[src/rtl/rice_pkg.sv]
// Shared types and constants for the Rice CDS sequencer: FSM states,
// header-length thresholds and datapath widths.
package rice_pkg;

    localparam int WORD_W = 32;
    localparam int ID_W   = 5;
    localparam int CNT_W  = 16;
    localparam int LEN_W  = 3;
    localparam int CFG_W  = 5;

    // Upper bounds of cfg_n for header lengths 2, 3 and 4; above the last one the length is 5.
    localparam logic [CFG_W-1:0] HDR_N_T0 = 5'd4;
    localparam logic [CFG_W-1:0] HDR_N_T1 = 5'd8;
    localparam logic [CFG_W-1:0] HDR_N_T2 = 5'd16;

    typedef enum logic [1:0] {
        IDLE = 2'd0,
        PRI  = 2'd1,
        ID   = 2'd2,
        BODY = 2'd3
    } state_e;

endpackage

[src/rtl/rice_hdr_len_lut.sv]
// Maps the sample resolution cfg_n to the CDS option-ID header length.
module rice_hdr_len_lut
    import rice_pkg::*;
(
    input  logic [CFG_W-1:0] cfg_n,
    output logic [LEN_W-1:0] hdr_len
);

    always_comb begin
        if (cfg_n <= HDR_N_T0)      hdr_len = 3'd2;
        else if (cfg_n <= HDR_N_T1) hdr_len = 3'd3;
        else if (cfg_n <= HDR_N_T2) hdr_len = 3'd4;
        else                        hdr_len = 3'd5;
    end

endmodule

[src/rtl/rice_cds_sequencer.sv]
// Splits a packet word stream into CDS units for a Rice decoder: drops the
// primary header, strips the option-ID header from each CDS and counts CDSs.
module rice_cds_sequencer
    import rice_pkg::*;
(
    input  logic              clk,
    input  logic              reset,
    input  logic [CFG_W-1:0]  cfg_n,
    input  logic              s_valid,
    output logic              s_ready,
    input  logic [WORD_W-1:0] s_data,
    input  logic              s_last,
    output logic              d_valid,
    input  logic              d_ready,
    output logic [WORD_W-1:0] d_data,
    output logic              d_first,
    input  logic              dec_done,
    output logic              hdr_valid,
    output logic [ID_W-1:0]   hdr_id,
    output logic [LEN_W-1:0]  hdr_len,
    output logic              busy,
    output logic              err_trunc,
    output logic [CNT_W-1:0]  cds_count
);

    state_e             state_q, state_d;
    logic [LEN_W-1:0]   hdr_len_q, hdr_len_d;
    logic [ID_W-1:0]    hdr_id_q, hdr_id_d;
    logic [CNT_W-1:0]   cds_count_q, cds_count_d;
    logic               last_seen_q, last_seen_d;
    logic               hdr_valid_q, hdr_valid_d;
    logic               err_trunc_q, err_trunc_d;
    logic [LEN_W-1:0]   lut_len;
    logic               s_xfer;
    logic [5:0]         id_sh;
    logic [WORD_W-1:0]  id_shr;

    function automatic logic [CNT_W-1:0] sat_inc(input logic [CNT_W-1:0] v);
        return (v == {CNT_W{1'b1}}) ? v : v + 1'b1;
    endfunction

    rice_hdr_len_lut u_len_lut (
        .cfg_n   (cfg_n),
        .hdr_len (lut_len)
    );

    assign s_xfer = s_valid && s_ready;
    assign id_sh  = 6'd32 - {3'b000, hdr_len_q};
    assign id_shr = s_data >> id_sh;

    always_ff @(posedge clk or posedge reset) begin
        if (reset) state_q <= IDLE;
        else       state_q <= state_d;
    end

    always_comb begin
        state_d = state_q;
        case (state_q)
            IDLE: if (s_valid) state_d = PRI;
            PRI:  if (s_xfer) state_d = s_last ? IDLE : ID;
            ID:   if (s_xfer) state_d = s_last ? IDLE : BODY;
            BODY: if (dec_done) state_d = (last_seen_q || (s_xfer && s_last)) ? IDLE : ID;
            default: state_d = IDLE;
        endcase
    end

    // Once the packet's last word has been taken, BODY stalls both sides until the decoder finishes.
    always_comb begin
        s_ready = 1'b0;
        d_valid = 1'b0;
        d_first = 1'b0;
        d_data  = '0;
        busy    = (state_q != IDLE);
        case (state_q)
            PRI:  s_ready = 1'b1;
            ID: begin
                d_valid = s_valid;
                s_ready = d_ready;
                d_first = 1'b1;
                d_data  = s_data << hdr_len_q;
            end
            BODY: begin
                d_valid = s_valid && !last_seen_q;
                s_ready = d_ready && !last_seen_q;
                d_data  = s_data;
            end
            default: ;
        endcase
    end

    always_comb begin
        hdr_len_d   = hdr_len_q;
        hdr_id_d    = hdr_id_q;
        cds_count_d = cds_count_q;
        last_seen_d = last_seen_q;
        hdr_valid_d = 1'b0;
        err_trunc_d = 1'b0;
        case (state_q)
            IDLE: if (s_valid) begin
                hdr_len_d   = lut_len;
                cds_count_d = '0;
                last_seen_d = 1'b0;
            end
            PRI: if (s_xfer && s_last) err_trunc_d = 1'b1;
            ID: if (s_xfer) begin
                if (s_last) begin
                    err_trunc_d = 1'b1;
                end else begin
                    hdr_id_d    = id_shr[ID_W-1:0];
                    hdr_valid_d = 1'b1;
                end
            end
            BODY: begin
                if (s_xfer && s_last) last_seen_d = 1'b1;
                if (dec_done) begin
                    cds_count_d = sat_inc(cds_count_q);
                    if (state_d == IDLE) last_seen_d = 1'b0;
                end
            end
            default: ;
        endcase
    end

    always_ff @(posedge clk or posedge reset) begin
        if (reset) begin
            hdr_len_q   <= '0;
            hdr_id_q    <= '0;
            cds_count_q <= '0;
            last_seen_q <= 1'b0;
            hdr_valid_q <= 1'b0;
            err_trunc_q <= 1'b0;
        end else begin
            hdr_len_q   <= hdr_len_d;
            hdr_id_q    <= hdr_id_d;
            cds_count_q <= cds_count_d;
            last_seen_q <= last_seen_d;
            hdr_valid_q <= hdr_valid_d;
            err_trunc_q <= err_trunc_d;
        end
    end

    assign hdr_valid = hdr_valid_q;
    assign hdr_id    = hdr_id_q;
    assign hdr_len   = hdr_len_q;
    assign err_trunc = err_trunc_q;
    assign cds_count = cds_count_q;

endmodule

[config.mk]
export PLATFORM = sky130hd
export DESIGN_NAME = rice_cds_sequencer
export DESIGN_NICKNAME = d
export VERILOG_FILES = /design/src/rtl/rice_pkg.sv /design/src/rtl/rice_hdr_len_lut.sv /design/src/rtl/rice_cds_sequencer.sv
export SDC_FILE = /design/constraint.sdc
export NUM_CORES = 1
export LEC_CHECK = 0
export CORE_MARGIN = 1.5
export CORE_UTILIZATION = 30
export CTS_CLUSTER_DIAMETER = 30
export DETAILED_ROUTE_END_ITERATION = 7
export GPL_TIMING_DRIVEN = 1
export PLACE_DENSITY = 0.66
export SLEW_MARGIN = 5
export SYNTH_ARGS = -nofsm -noshare
export SYNTH_HDL_FRONTEND = slang
export SYNTH_SLANG_ARGS = --single-unit
[constraint.sdc]
create_clock -name clk -period 3.05 [get_ports clk]
set_clock_uncertainty 0.1 [all_clocks]
set_input_delay 0.7625 -clock clk [delete_from_list [all_inputs] [get_ports clk]]
set_output_delay 0.7625 -clock clk [all_outputs]
set_load 0.005 [all_outputs]
==> qor.csv <==
metric,value,unit
status,"finished, final reports clean",
timing.hold.ws,432,ps
irDropWorstVdd,0.329,mV
place_area,0.00499,sq mm
die_h,111,um
cts.clk_slew.worst_paths,50,ps
ant_nets,0,
max_freq,330,MHz
clock_latency,270,ps
drv_slew,0,
gp_congestion,0.902,
core,0.0114,sq mm
swShare,40.9,%
grtUsageTotal,18.6,%
async_flop_share,100,%
tightest_slew,570,ps
synth_edf_count,0,
cts_hold_buf,0,
internal-power,2.51,mW
crit_family,buffers and inverters,
drc,0,
via_per_inst,5.59,
die_area,0.0123,sq mm
row_count,39,
worst_hold_path_type,flop to flop,
crit_arrival,2160,ps
synth_area,0.00348,sq mm
combPwrFrac,76.7,%
min_period_over_period,99.2,%
power,4.25,mW
syn_inst,370,
numClockSinks,29,
firstDrtPassIters,4,
synth_seq_area_share,20.8,%
crit_required,2190,ps
slowest_delay,300,ps
die_w,111,um
grt_max_degree,47,
period_needed,3030,ps
final_cell_area,0.00539,sq mm
fin_tns_setup,0,ps
nFillCells,1057,
synth-seq-cells,29,
layout-drive-gt1-share,35.2,%
power.density,788,mW/mm^2
grt_overflow,0,
start_util,30.6,%
avgRoutedWirePerCell,17.7,um
syn-num-nets,420,
worstSetupStartpointType,primary input,
fin_nets,566,
htree_levels,2,
cts-root-buf,clkbuf_16,
yosys_most_used_dff,dfrtp_1,
postSynthAreaPerCell,9.41,sq um
crit_buf_inv,4,
drt_iter0_drc,185,
crit_chain,dlygate4sd2_1 -> buf_4 -> mux2_4 -> mux2i_4 -> buf_6 -> o21bai_1 -> a22o_1 -> buf_2,
finalSetupViolCount,0,
slew_headroom,61.7,%
num_antenna_cells,0,
hold_viol_final,0,
synth_cell_types,53,
io_buffers,104,
cap_violations,0,
ios,105,
clock_power_share,11.0,%
grt_pass1_vias,3782,
p_switching,1.74,mW
yosys_warnings,0,
drt_wl_total,11700,um
cp_max_fo,5,
critical_path_class,primary input to output port,
final_util,47.4,%
syn2layout_area_growth,54.8,%
grt_pass1_wl,19000,um
rsz0062_at_grt,yes,
cts_tree,built,
endpoint_kind,output port,
dpl.hpwl,8370,um
grt_antenna_before_repair,0,
cp_slowest_cell,mux2_4,
p_leak,2.33,nW
power_frac_seq,12.3,%
cts_made_buffers,5,
clk_path_buf_depth,2,
num_vias,3687,
cell type report:
| class | instances | area, sq um | share of cell area [%] |
|---|---|---|---|
| clock inverter | 3 | 17.5 | 0.325 |
| sequential | 29 | 728 | 13.5 |
| multi-input combinational | 298 | 2720 | 50.5 |
| tap | 143 | 179 | 3.32 |
| clock buffer | 5 | 125 | 2.32 |
| timing repair buffer | 169 | 1570 | 29.2 |
| inverter | 13 | 50.0 | 0.928 |
logic make-up after synthesis:
logic type | Yosys count | share of synthesized area [%]
AND/OR/NAND/NOR | 109 | 15.1
AO/OA/AOI/OAI | 100 | 21.0
multiplexers | 74 | 33.1
buffers and inverters | 43 | 5.35
flip-flops | 29 | 20.8
XOR/XNOR | 8 | 2.01
adder cells (fa/ha/maj) | 7 | 2.51
path summary, 6_finish.rpt:
path | start | endpoint | slack (ps) | cells after the start
worst min register to register | hdr_id[2]$_DFFE_PP0P_ | hdr_id[2]$_DFFE_PP0P_ | 430 | 1
worst max-delay path | s_data[10] | d_data[15] | 20 | 8
worst min-delay path | hdr_id[2]$_DFFE_PP0P_ | hdr_id[2]$_DFFE_PP0P_ | 430 | 1
worst max register to register | hdr_len[1]$_DFFE_PP0P_ | hdr_id[0]$_DFFE_PP0P_ | 350 | 9
min in group asynchronous | reset | cds_count[7]$_DFFE_PP0P_ | 760 | 3
max in group asynchronous | reset | hdr_len[0]$_DFFE_PP0P_ | 1780 | 3
cells in the final DEF, fill, tap and decap left out, drive strengths merged, types with 2 or more instances in the layout:
| master | Yosys | layout |
|---|---|---|
| buf | 17 | 78 |
| clkdlybuf4s50 | 0 | 43 |
| nand2 | 40 | 40 |
| a22o | 32 | 32 |
| mux4 | 30 | 30 |
| mux2 | 30 | 30 |
| nor2 | 29 | 29 |
| dfrtp | 29 | 29 |
| o21ai | 21 | 21 |
| dlygate4sd2 | 0 | 20 |
| clkdlybuf4s15 | 0 | 19 |
| a21oi | 16 | 16 |
| mux2i | 14 | 14 |
| clkbuf | 13 | 13 |
| inv | 13 | 12 |
| nand3 | 11 | 11 |
| ha | 7 | 7 |
| xnor2 | 6 | 6 |
| nor2b | 5 | 5 |
| nor3 | 5 | 5 |
| o211ai | 5 | 5 |
| clkinv | 0 | 3 |
| or3 | 3 | 3 |
| a21o | 3 | 3 |
| and2 | 3 | 3 |
| o31ai | 3 | 3 |
| o21bai | 3 | 3 |
| a211oi | 3 | 3 |
| a32o | 2 | 2 |
| and3 | 2 | 2 |
| nor4 | 2 | 2 |
| o21a | 2 | 2 |
| xor2 | 2 | 2 |
| nor4b | 2 | 2 |
routing by layer:
metal / GRT usage, % / part of all wire (%) / vias to the layer above
met3: 2.52 / 4.9 / 8
li1: - / - / 1717
met4: 4.96 / 0.81 / 0
met1: 25.1 / 44 / 1833
met2: 31.3 / 50 / 129
met5: 0 / 0 / -
registers in the layout (all words and copies together), names as in the netlist:
name / count
hdr_valid: 1
hdr_len: 3
state_q: 2
last_seen_q: 1
hdr_id: 5
cds_count: 16
err_trunc: 1
worst reg2reg max path: cells and delay by family (launching register included):
family	cells	cell delay, ps
fa+ha+maj	2	590
compound gates	1	250
buf+inv	3	410
mux	2	730
flops	1	430
simple gates	1	80
power groups by stage:
stage	logic, mW	registers [mW]	clock network [mW]
after floorplan	1.93	0.495	0
after global placement	2.78	0.516	0
after detailed placement	2.83	0.519	0
after CTS	3.20	0.520	0.481
after global routing	3.49	0.529	0.493
final	3.26	0.523	0.467
cells in the mapped netlist, types with 2 or more instances:
cell / instances / share of area [%]
nand2_1: 40 / 4.3
a22o_1: 32 / 8.0
mux2_2: 30 / 9.7
mux4_2: 30 / 19
dfrtp_1: 29 / 21
nor2_1: 29 / 3.1
o21ai_0: 20 / 2.9
a21oi_1: 16 / 2.3
buf_2: 14 / 2.0
mux2i_1: 14 / 4.0
clkbuf_1: 13 / 1.4
inv_1: 12 / 1.3
nand3_1: 11 / 1.6
ha_1: 7 / 2.5
xnor2_1: 6 / 1.5
nor2b_1: 5 / 0.90
nor3_1: 5 / 0.72
o211ai_1: 4 / 0.86
a21o_1: 3 / 0.65
and2_1: 3 / 0.54
o21bai_1: 3 / 0.65
o31ai_1: 3 / 0.65
or3_1: 3 / 0.54
a211oi_1: 2 / 0.43
a32o_1: 2 / 0.57
and3_1: 2 / 0.36
buf_1: 2 / 0.22
nor4_1: 2 / 0.36
nor4b_2: 2 / 0.86
o21a_1: 2 / 0.43
xor2_1: 2 / 0.50
through the flow:
stage                     setup WS, ps  cells
after floorplan                   3.54    370
after detailed placement          -515    635
final                             23.7    660
after global placement            -500    635
after CTS                        -18.1    659
after global routing             -13.2    660
timing repair:
action,in CTS,in global routing
gates cloned,4,0
buffers inserted,12,1
resized for setup,168,25
pin swaps,12,10
setup endpoints to repair,31,23
No activity file was read; power rests on OpenSTA's default activity.
